===== src/rtl/deserializador.sv =====
// Serial-to-parallel receiver: hunts for SYNC at any bit offset, then delivers
// aligned WIDTH-bit words MSB first and drops lock after MAX_GAP words without SYNC.
module deserializador #(
    parameter int               WIDTH   = 8,
    parameter logic [WIDTH-1:0] SYNC    = 8'hBC,
    parameter int               MAX_GAP = 16
) (
    input  logic             clk,
    input  logic             reset,
    input  logic             enb,
    input  logic             serial_in,
    output logic [WIDTH-1:0] data_out,
    output logic             valid,
    output logic             locked,
    output logic             sync_det
);
    localparam int BW = (WIDTH > 1) ? $clog2(WIDTH) : 1;
    localparam int GW = $clog2(MAX_GAP + 1);

    typedef enum logic {HUNT, LOCKED} state_t;

    state_t           state, state_n;
    logic [WIDTH-1:0] shreg, shreg_n, dout_n, win;
    logic [BW-1:0]    bit_cnt, bit_n;
    logic [GW-1:0]    gap_cnt, gap_n;
    logic             valid_n, sync_n;

    always_ff @(posedge clk or posedge reset) begin
        if (reset) begin
            state    <= HUNT;
            shreg    <= '0;
            bit_cnt  <= '0;
            gap_cnt  <= '0;
            data_out <= '0;
            valid    <= 1'b0;
            sync_det <= 1'b0;
        end else begin
            state    <= state_n;
            shreg    <= shreg_n;
            bit_cnt  <= bit_n;
            gap_cnt  <= gap_n;
            data_out <= dout_n;
            valid    <= valid_n;
            sync_det <= sync_n;
        end
    end

    // The incoming bit completes the window, so matching and delivery see it on its own edge.
    assign win = {shreg[WIDTH-2:0], serial_in};

    always_comb begin
        state_n = state;
        shreg_n = shreg;
        bit_n   = bit_cnt;
        gap_n   = gap_cnt;
        dout_n  = data_out;
        valid_n = 1'b0;
        sync_n  = 1'b0;
        if (enb) begin
            shreg_n = win;
            case (state)
                HUNT: begin
                    if (win == SYNC) begin
                        state_n = LOCKED;
                        sync_n  = 1'b1;
                        bit_n   = '0;
                        gap_n   = '0;
                    end
                end
                LOCKED: begin
                    if (bit_cnt == BW'(WIDTH - 1)) begin
                        bit_n = '0;
                        if (win == SYNC) begin
                            sync_n = 1'b1;
                            gap_n  = '0;
                        end else begin
                            dout_n  = win;
                            valid_n = 1'b1;
                            gap_n   = gap_cnt + GW'(1);
                            // The word that exhausts the gap budget is still delivered.
                            if (gap_cnt == GW'(MAX_GAP - 1)) begin
                                state_n = HUNT;
                                gap_n   = '0;
                            end
                        end
                    end else begin
                        bit_n = bit_cnt + BW'(1);
                    end
                end
                default: state_n = HUNT;
            endcase
        end
    end

    assign locked = (state == LOCKED);

endmodule


===== config.mk =====
export PLATFORM = sky130hd
export DESIGN_NAME = deserializador
export DESIGN_NICKNAME = d
export VERILOG_FILES = /design/src/rtl/deserializador.sv
export SDC_FILE = /design/constraint.sdc
export NUM_CORES = 1
export LEC_CHECK = 0
export ABC_CLOCK_PERIOD_IN_PS = 1700
export CELL_PAD_IN_SITES_DETAIL_PLACEMENT = 0
export CELL_PAD_IN_SITES_GLOBAL_PLACEMENT = 1
export CORE_AREA = 5 5 62 64
export DETAILED_ROUTE_END_ITERATION = 12
export DIE_AREA = 0 0 67 69
export PLACE_DENSITY = 0.74
export SLEW_MARGIN = 20
export SYNTH_ARGS = -nofsm -noshare
export SYNTH_HDL_FRONTEND = slang
export SYNTH_SLANG_ARGS = --single-unit

===== constraint.sdc =====
create_clock -name clk -period 1.7 [get_ports clk]
set_clock_uncertainty 0.2 [all_clocks]
set_input_delay 0.34 -clock clk [delete_from_list [all_inputs] [get_ports clk]]
set_output_delay 0.34 -clock clk [all_outputs]
set_load 0.01 [all_outputs]

# Word level (Yosys, flattened, before mapping)
# Index checks and enable logic that the tools add are counted.
[word_totals]
n_memories = 0
elab_cells = 39
input_bits = 4
register_bits = 26
latch_bits = 0
ram_bits = 0
out_inout_bits = 11
romBits = 0
[classes]
multipliers = 0
shift = 0
n_div = 0
add_sub_neg = 2
bitwise = 2
order_cmp = 0
reduce_logical = 3
n_mux = 20
n_eq_ne = 5
[op_table]
columns = ["cell", "n"]
rows = [
  ["$mux W5", 4],
  ["$mux W1", 10],
  ["$pmux W5 S2", 1],
  ["$eq A8 B8 Y1 const B", 1],
  ["$mux W3", 2],
  ["$pmux W3 S2", 1],
  ["$add A5 B1 Y5 const B", 1],
  ["$eq A5 B4 Y1 const B", 1],
  ["$pmux W1 S2", 2],
  ["$reduce_and A4 Y1", 1],
  ["$add A3 B1 Y3 const B", 1],
  ["$eq A3 B3 Y1 const B", 1],
  ["$reduce_and A3 Y1", 1],
  ["$ne A2 B1 Y1 const B", 1],
  ["$ne A2 B2 Y1 const B", 1],
  ["$not A1 Y1", 2],
  ["$reduce_and A2 Y1", 1],
]

# Logic depth before layout (Yosys ltp)
# Gate-level depths: netlist of run 1.
[depth]
depth_word = 5
depth_mapped = 6
ltp_nobuf = 6

# Worst setup path before layout of run 1
# OpenSTA, ideal clock, no wires.
[synth_timing]
path_type = "reg2reg"
start = "reg bit_cnt[0]"
end = "reg data_out[0]"
path_stages_with_launch = 7
path_slack_ps = -71
n_path_buf = 1
setup_ps = 125
required_ps = 1375
period_less_slack_ps = 1771
t_arrival_ps = 1445
path_cell_list = "dfrtp_1 ha_1 ha_1 nand3_1 nor2_4 buf_12 mux2_4"
[synth_between]
elab_chain_cells = 2
[synth_rtl]
columns = ["element", "line_no", "source"]
rows = [
  ["from (decl)", "24", "logic [BW-1:0] bit_cnt, bit_n;"],
  ["from (signal assigned)", "40", "bit_cnt <= bit_n;"],
  ["$eq A3 B3 Y1", "71", "if (bit_cnt == BW'(WIDTH - 1)) begin"],
  ["$reduce_and A4 Y1 (no source line)", "--", ""],
  ["to (signal assigned)", "42", "data_out <= dout_n;"],
  ["to (decl)", "12", "output logic [WIDTH-1:0] data_out,"],
]
# No other way between the ends.
# A chain may end at the register's enable or synchronous reset.

# Worst setup path after layout of run 1
[layout_timing]
start = "reg shreg[5]"
end = "reg data_out[0]"
[layout_between]
elab_chain_cells = 3
[layout_rtl]
columns = ["element", "line_no", "source"]
rows = [
  ["from (decl)", "23", "logic [WIDTH-1:0] shreg, shreg_n, dout_n, win;"],
  ["from (signal assigned)", "39", "shreg <= shreg_n;"],
  ["$eq A8 B8 Y1", "73", "if (win == SYNC) begin"],
  ["$not A1 Y1 (no source line)", "--", ""],
  ["$reduce_and A4 Y1 (no source line)", "--", ""],
]
# No other way between the ends.

==> results by group, run 1 <==
Worst setup path
  • Reg2Reg Capture Point: data_out[0]
  • CP max FO: 7
  • Crit Reg-Reg Startpoint: shreg[5]
  • Worst setup path start: shreg[5]
  • Setup Crit Path Kind: register to register
  • CP endpoint: data_out[0]
  • Reg2Reg Setup Slack: -0.05 ns
  • CP arrival: 1.77 ns
  • Kind of end point of the critical path: register
  • Worst EP required: 1.71 ns
  • Startpoint type of the worst setup path: register
  • R2r worst-path depth: 5

Final layout
  • Sequential cell area: 652 µm²
  • Layout fillers: 297
  • Ant diodes: 0
  • Area Overhead vs Synth: 38.4%
  • Commonest cells after routing, fill and taps aside: dfrtp_1 (25), buf_4 (23), dlygate4sd2_1 (11), mux2_2 (9), mux2_4 (7)
  • Share of layout cells above drive strength 1: 0.444
  • Layout Nets: 143
  • Most common cell after layout, fill and taps aside: dfrtp_1
  • Footprint of the multi-input gates: 556 µm²

Worst hold path
  • Hold crit path type: input pin to asynchronous set/reset pin

Floorplan
  • Die Y: 69 µm
  • Die area: 4620 µm²
  • # rows: 21
  • I/O pins: 15
  • Initial Utilization: 0.377
  • Core box area: 3230 µm²
  • Die width: 67 µm

Global route
  • GR Overflow Total: 0
  • GRT Util Overall: 0.124
  • Vias in the first global route: 947
  • Initial antenna violation count: 0
  • Largest net degree at the start of global routing: 27
  • First-pass GRT wire length: 4.44 mm

Synth
  • Dominant synthesized flop cell: dfrtp_1
  • Number of synthesized flops with an enable pin: 0
  • Flops & latches, synth: 26
  • Post-Syn Instances: 95
  • Mapped Nets: 102
  • Syn. warnings: 0
  • Post-synth cell types: 28
  • Register area share after synthesis: 0.534
  • Mapped Area: 1220 µm²
  • Async S/R FF share, synth: 1.00
  • Synth Area per Inst: 12.8 µm²

Power and ir drop
  • Maximum VDD drop: 425 µV
  • Power, Total: 1.49 mW
  • Leak: 0.834 nW
  • Pwr dens: 882 nW/µm²

Routing
  • Vias per inst: 4.94
  • Post-route ant nets: 0
  • Detailed Route Iter0 Violations: 27
  • DRC viols: 0
  • Routed WL: 2.48 mm
  • Pre-antenna DRT Iters: 4
  • Via count: 895
  • Wire length per cell: 13.7 µm

STA
  • Setup violators final: 8
  • Final Slew Violations: 0
  • Setup TNS Final: -0.314 ns
  • Fin crit period: 1.75 ns
  • Worst setup margin: -0.0528 ns
  • Rel. slew slack: 0.779
  • Slew @ Worst Pin: 0.332 ns
  • RSZ-0062 raised after global routing: true
  • Final Hold Fails: 0
  • Final period utilization: 1.03
  • Max Fclk: 0.571 GHz

Run
  • MaxCap Viol Count: 0

Clock network
  • Reg clk slew, reported paths: 0.14 ns
  • Clk_lat worst skew: 0.32 ns
  • Clk sinks: 26
  • Clock buffer depth: 2
  • Clock root cell: clkbuf_4
  • # hold bufs at CTS: 0
  • CTS Buf Count: 3
  • CTS tree: built
  • H-tree levels: 1

Placed design
  • IO buf count: 14
  • DPL Wire Length: 1.81 mm
  • Placer Congestion: 0.848

Status
  • Status: complete, but fails checks
  • Failing checks: setup timing
==> routing by layer <==
metal  wire, µm  vias up  global-route usage
met4         36        0              0.0473
met3         69        5              0.0260
met5          0        -                   0
met2       1200       14               0.194
li1           -      429                   -
met1       1170      447               0.165
==> kinds of logic after synthesis <==
logic type	count (synthesis)	share of synthesized area
DFF	26	0.534
muxes	16	0.170
AOI/OAI and AO/OA	17	0.102
and+or+nand+nor	24	0.116
buffers and inverters	9	0.0473
adders and majority gates	3	0.0308
==> critical path: stages (launching register included) <==
cell and delay, ns:
dfrtp_1 0.40, and4b_1 0.28, and4_4 0.27, nor2_4 0.06, buf_12 0.14, mux2_4 0.29
==> worst min path at each step <==
| stage | startpoint | end |
|---|---|---|
| CTS | reset | data_out[6] |
| global placement | bit_cnt[1] | bit_cnt[1] |
| floorplan | reset | bit_cnt[0] |
| finish | reset | data_out[3] |
| global route | reset | data_out[3] |
| detailed placement | gap_cnt[4] | gap_cnt[4] |
==> where the power goes <==
part	internal [mW]	switching [mW]	leakage, nW	total [mW]
Clock	0.238	0.179	0.0279	0.418
Combinational	0.214	0.142	0.462	0.356
Sequential	0.680	0.0324	0.345	0.713
==> per-stage QoR <==
step / cells / utilization / cell area, µm² / worst slack (ns) / hold WS (ns)
after global placement: 173 / 0.488 / 1580 / -0.315 / 0.280
after floorplan: 95 / - / 1240 / 0.00191 / 0.180
final: 181 / 0.521 / 1690 / -0.0528 / 0.156
after CTS: 180 / 0.511 / 1650 / -0.0535 / 0.155
after global routing: 181 / 0.521 / 1690 / -0.0957 / 0.189
after detailed placement: 173 / 0.488 / 1580 / -0.359 / 0.289
==> state kept, by name, summed over array words and instances (netlist names) <==
register and flops:
shreg 7, valid 1, data_out 8, locked 1, bit_cnt 3, sync_det 1, gap_cnt 5
==> cells in the mapped netlist (all sizes together) (2+ instances only) <==
cell type,count,share of area
buf,3,0.029
a22o,2,0.015
inv,4,0.012
mux2,16,0.17
dfrtp,26,0.53
a21oi,4,0.016
o21ai,2,0.0082
ha,3,0.031
nor2,6,0.025
a32o,4,0.033
clkbuf,2,0.0062
a31oi,2,0.010
nand2,4,0.012
nor2b,2,0.010
nand4,2,0.010
nand3,4,0.016
and4b,3,0.025
==> layout make-up <==
class / instances / area share
flip-flops and latches: 26 / 0.387
multi-input cells: 60 / 0.330
repair buffers: 41 / 0.209
well taps: 46 / 0.0341
clock inverters: 1 / 0.0178
clock buffers: 3 / 0.0134
inverters: 4 / 0.00891
==> what timing repair did <==
item	4_1_cts	5_1_grt
pin swaps	4	6
buffers inserted	3	1
gates resized for setup	16	9
endpoints found under the setup margin	25	14
Power figures use the tool's default switching activity.
==> run 2: changes to the inputs <==
--- a/config.mk
+++ b/config.mk
@@ -6,12 +6,14 @@
 export NUM_CORES = 1
 export LEC_CHECK = 0
 export ABC_CLOCK_PERIOD_IN_PS = 1700
+export CAP_MARGIN = 20
 export CELL_PAD_IN_SITES_DETAIL_PLACEMENT = 0
 export CELL_PAD_IN_SITES_GLOBAL_PLACEMENT = 1
 export CORE_AREA = 5 5 62 64
 export DETAILED_ROUTE_END_ITERATION = 12
 export DIE_AREA = 0 0 67 69
 export PLACE_DENSITY = 0.74
+export REMOVE_ABC_BUFFERS = 1
 export SLEW_MARGIN = 20
 export SYNTH_ARGS = -nofsm -noshare
 export SYNTH_HDL_FRONTEND = slang
==> results by group, run 2 (synthesis results as in run 1) <==
Global route
  • GR Overflow Total: 0 (unchanged)
  • Largest net degree at the start of global routing: 27 (unchanged)
  • Initial antenna violation count: 0 (unchanged)
  • First-pass GRT wire length: 4.08 mm (was 4.44 mm)
  • GRT Util Overall: 0.112 (was 0.124)
  • Vias in the first global route: 928 (was 947)

Final layout
  • Layout fillers: 298 (was 297)
  • Most common cell after layout, fill and taps aside: dfrtp_1 (unchanged)
  • Largest regs: data_out: 8 flops, shreg: 7 flops, gap_cnt: 5 flops (unchanged)
  • Commonest cells after routing, fill and taps aside: dfrtp_1 (25), buf_4 (23), dlygate4sd2_1 (11), mux2_2 (8), mux2_4 (8) (was dfrtp_1 (25), buf_4 (23), dlygate4sd2_1 (11), mux2_2 (9), mux2_4 (7))
  • Most flops, register: data_out (unchanged)
  • Max reg flops: 8 (unchanged)
  • Non-filler instance count after layout: 179 (was 181)
  • Layout Nets: 142 (was 143)
  • Post-layout util: 0.508 (was 0.521)
  • Area Overhead vs Synth: 34.8% (was 38.4%)
  • Final instance area: 1640 µm² (was 1690 µm²)
  • Ant diodes: 0 (unchanged)
  • Share of layout cells above drive strength 1: 0.414 (was 0.444)

STA
  • Final Hold Fails: 0 (unchanged)
  • Setup TNS Final: -0.199 ns (was -0.314 ns)
  • Slew @ Worst Pin: 0.322 ns (was 0.332 ns)
  • Worst setup margin: -0.0566 ns (was -0.0528 ns)
  • Final Slew Violations: 0 (unchanged)
  • Final period utilization: 1.03 (about the same)
  • Fin crit period: 1.76 ns (was 1.75 ns)
  • Rel. slew slack: 0.785 (was 0.779)
  • Setup violators final: 9 (was 8)
  • Max Fclk: 0.569 GHz (was 0.571 GHz)
  • RSZ-0062 raised after global routing: true (unchanged)
  • Hold slack: 0.166 ns (was 0.156 ns)

Routing
  • Detailed Route Iter0 Violations: 10 (was 27)
  • DR top layer: met4 (unchanged)
  • Routed WL: 2.36 mm (was 2.48 mm)
  • Post-route ant nets: 0 (unchanged)
  • Wire length per cell: 13.2 µm (was 13.7 µm)
  • Via count: 879 (was 895)
  • DRC viols: 0 (unchanged)
  • Pre-antenna DRT Iters: 4 (unchanged)
  • Vias per inst: 4.91 (was 4.94)
  • DR WL met3: 90 µm (was 69 µm)
  • Metal2 WL: 1.22 mm (was 1.20 mm)
  • M1 wire length: 1.02 mm (was 1.17 mm)

Clock network
  • CTS Buf Count: 3 (unchanged)
  • Clk_lat worst skew: 0.31 ns (was 0.32 ns)
  • Clock root cell: clkbuf_4 (unchanged)
  • Clk sinks: 26 (unchanged)
  • Clock buffer depth: 2 (unchanged)
  • CTS tree: built (unchanged)
  • Reg clk slew, reported paths: 0.13 ns (was 0.14 ns)
  • H-tree levels: 1 (unchanged)
  • # hold bufs at CTS: 0 (unchanged)

Floorplan
  • # rows: 21 (unchanged)
  • Die width: 67 µm (unchanged)
  • Die Y: 69 µm (unchanged)
  • Die area: 4620 µm² (unchanged)
  • Initial Utilization: 0.377 (unchanged)
  • I/O pins: 15 (unchanged)
  • Core box area: 3230 µm² (unchanged)

Worst setup path
  • Worst setup path start: bit_cnt[1] (was shreg[5])
  • Reg2Reg Setup Slack: -0.06 ns (was -0.05 ns)
  • CP arrival: 1.77 ns (about the same)
  • Crit Reg-Reg Startpoint: bit_cnt[1] (was shreg[5])
  • Worst EP required: 1.71 ns (about the same)
  • Setup Crit Path Kind: register to register (unchanged)
  • Startpoint type of the worst setup path: register (unchanged)
  • CP max FO: 5 (was 7)
  • Reg2Reg Capture Point: gap_cnt[3] (was data_out[0])
  • R2r worst-path depth: 6 (was 5)
  • Kind of end point of the critical path: register (unchanged)
  • CP endpoint: gap_cnt[3] (was data_out[0])

Power and ir drop
  • Psw: 329 µW (was 353 µW)
  • Cell-internal power: 939 µW (was 1.13 mW)
  • Net Sw Frac: 0.260 (was 0.238)
  • Maximum VDD drop: 614 µV (was 425 µV)
  • Power, Total: 1.27 mW (was 1.49 mW)
  • Combinational Power Share: 0.240 (was 0.239)
  • Pwr dens: 773 nW/µm² (was 882 nW/µm²)
  • Sequential power share: 0.563 (was 0.479)
  • Leak: 0.801 nW (was 0.834 nW)
  • Clock share of power: 0.197 (was 0.281)

Placed design
  • DP Area: 1550 µm² (was 1580 µm²)
  • DPL Wire Length: 1.74 mm (was 1.81 mm)
  • Placement-stage worst setup slack: -0.332 ns (was -0.359 ns)
  • Placer Congestion: 0.738 (was 0.848)
  • IO buf count: 14 (unchanged)
  • Placed insts: 174 (was 173)

Run
  • MaxCap Viol Count: 0 (unchanged)

Status
  • Status: complete, but fails checks (unchanged)
  • Failing checks: setup timing (unchanged)

Worst hold path
  • Hold crit path type: input pin to asynchronous set/reset pin (unchanged)
## run 2: worst min-delay path by stage
stage	from	end	cells after the start
2_1_floorplan	reset	bit_cnt[0]	1
3_3_place_gp	bit_cnt[2]	bit_cnt[2]	1
3_5_place_dp	bit_cnt[1]	bit_cnt[1]	1
4_1_cts	reset	data_out[4]	3
5_1_grt	reset	data_out[4]	3
6_report	reset	data_out[4]	3
## run 2: critical path, stage by stage (launching register included)
cell,delay [ns]
dfrtp_1,0.41
ha_2,0.20
ha_4,0.18
and4b_1,0.17
mux2_4,0.28
a31oi_4,0.15
a21oi_2,0.07
## run 2: power by group through the flow
stage                     clock [mW]  combinational, mW  sequential, mW
after floorplan                    0              0.102           0.742
after global placement             0              0.275           0.727
after detailed placement           0              0.286           0.728
after CTS                      0.264              0.303           0.712
after global routing           0.291              0.339           0.718
final                          0.250              0.305           0.714
## run 2: final cells by class
type,instances,area (µm²),share of cell area
Sequential cell,26,652,0.397
Multi-Input combinational cell,60,562,0.342
Timing Repair Buffer,40,333,0.203
Tap cell,46,57.6,0.0351
Clock buffer,3,22.5,0.0137
Inverter,4,15.0,0.00915
## run 2: layer usage
| layer | track usage | vias up |
|---|---|---|
| li1 | - | 423 |
| met1 | 0.138 | 438 |
| met2 | 0.182 | 16 |
| met3 | 0.0260 | 2 |
| met4 | 0.0518 | 0 |
| met5 | 0 | - |
## run 2: what timing repair did
item / 4_1_cts / 5_1_grt
pin swaps: 3 / 3
gates resized for setup: 22 / 4
setup endpoints to repair: 26 / 15
buffers inserted: 2 / 0
hold endpoints to repair: 0 / 0
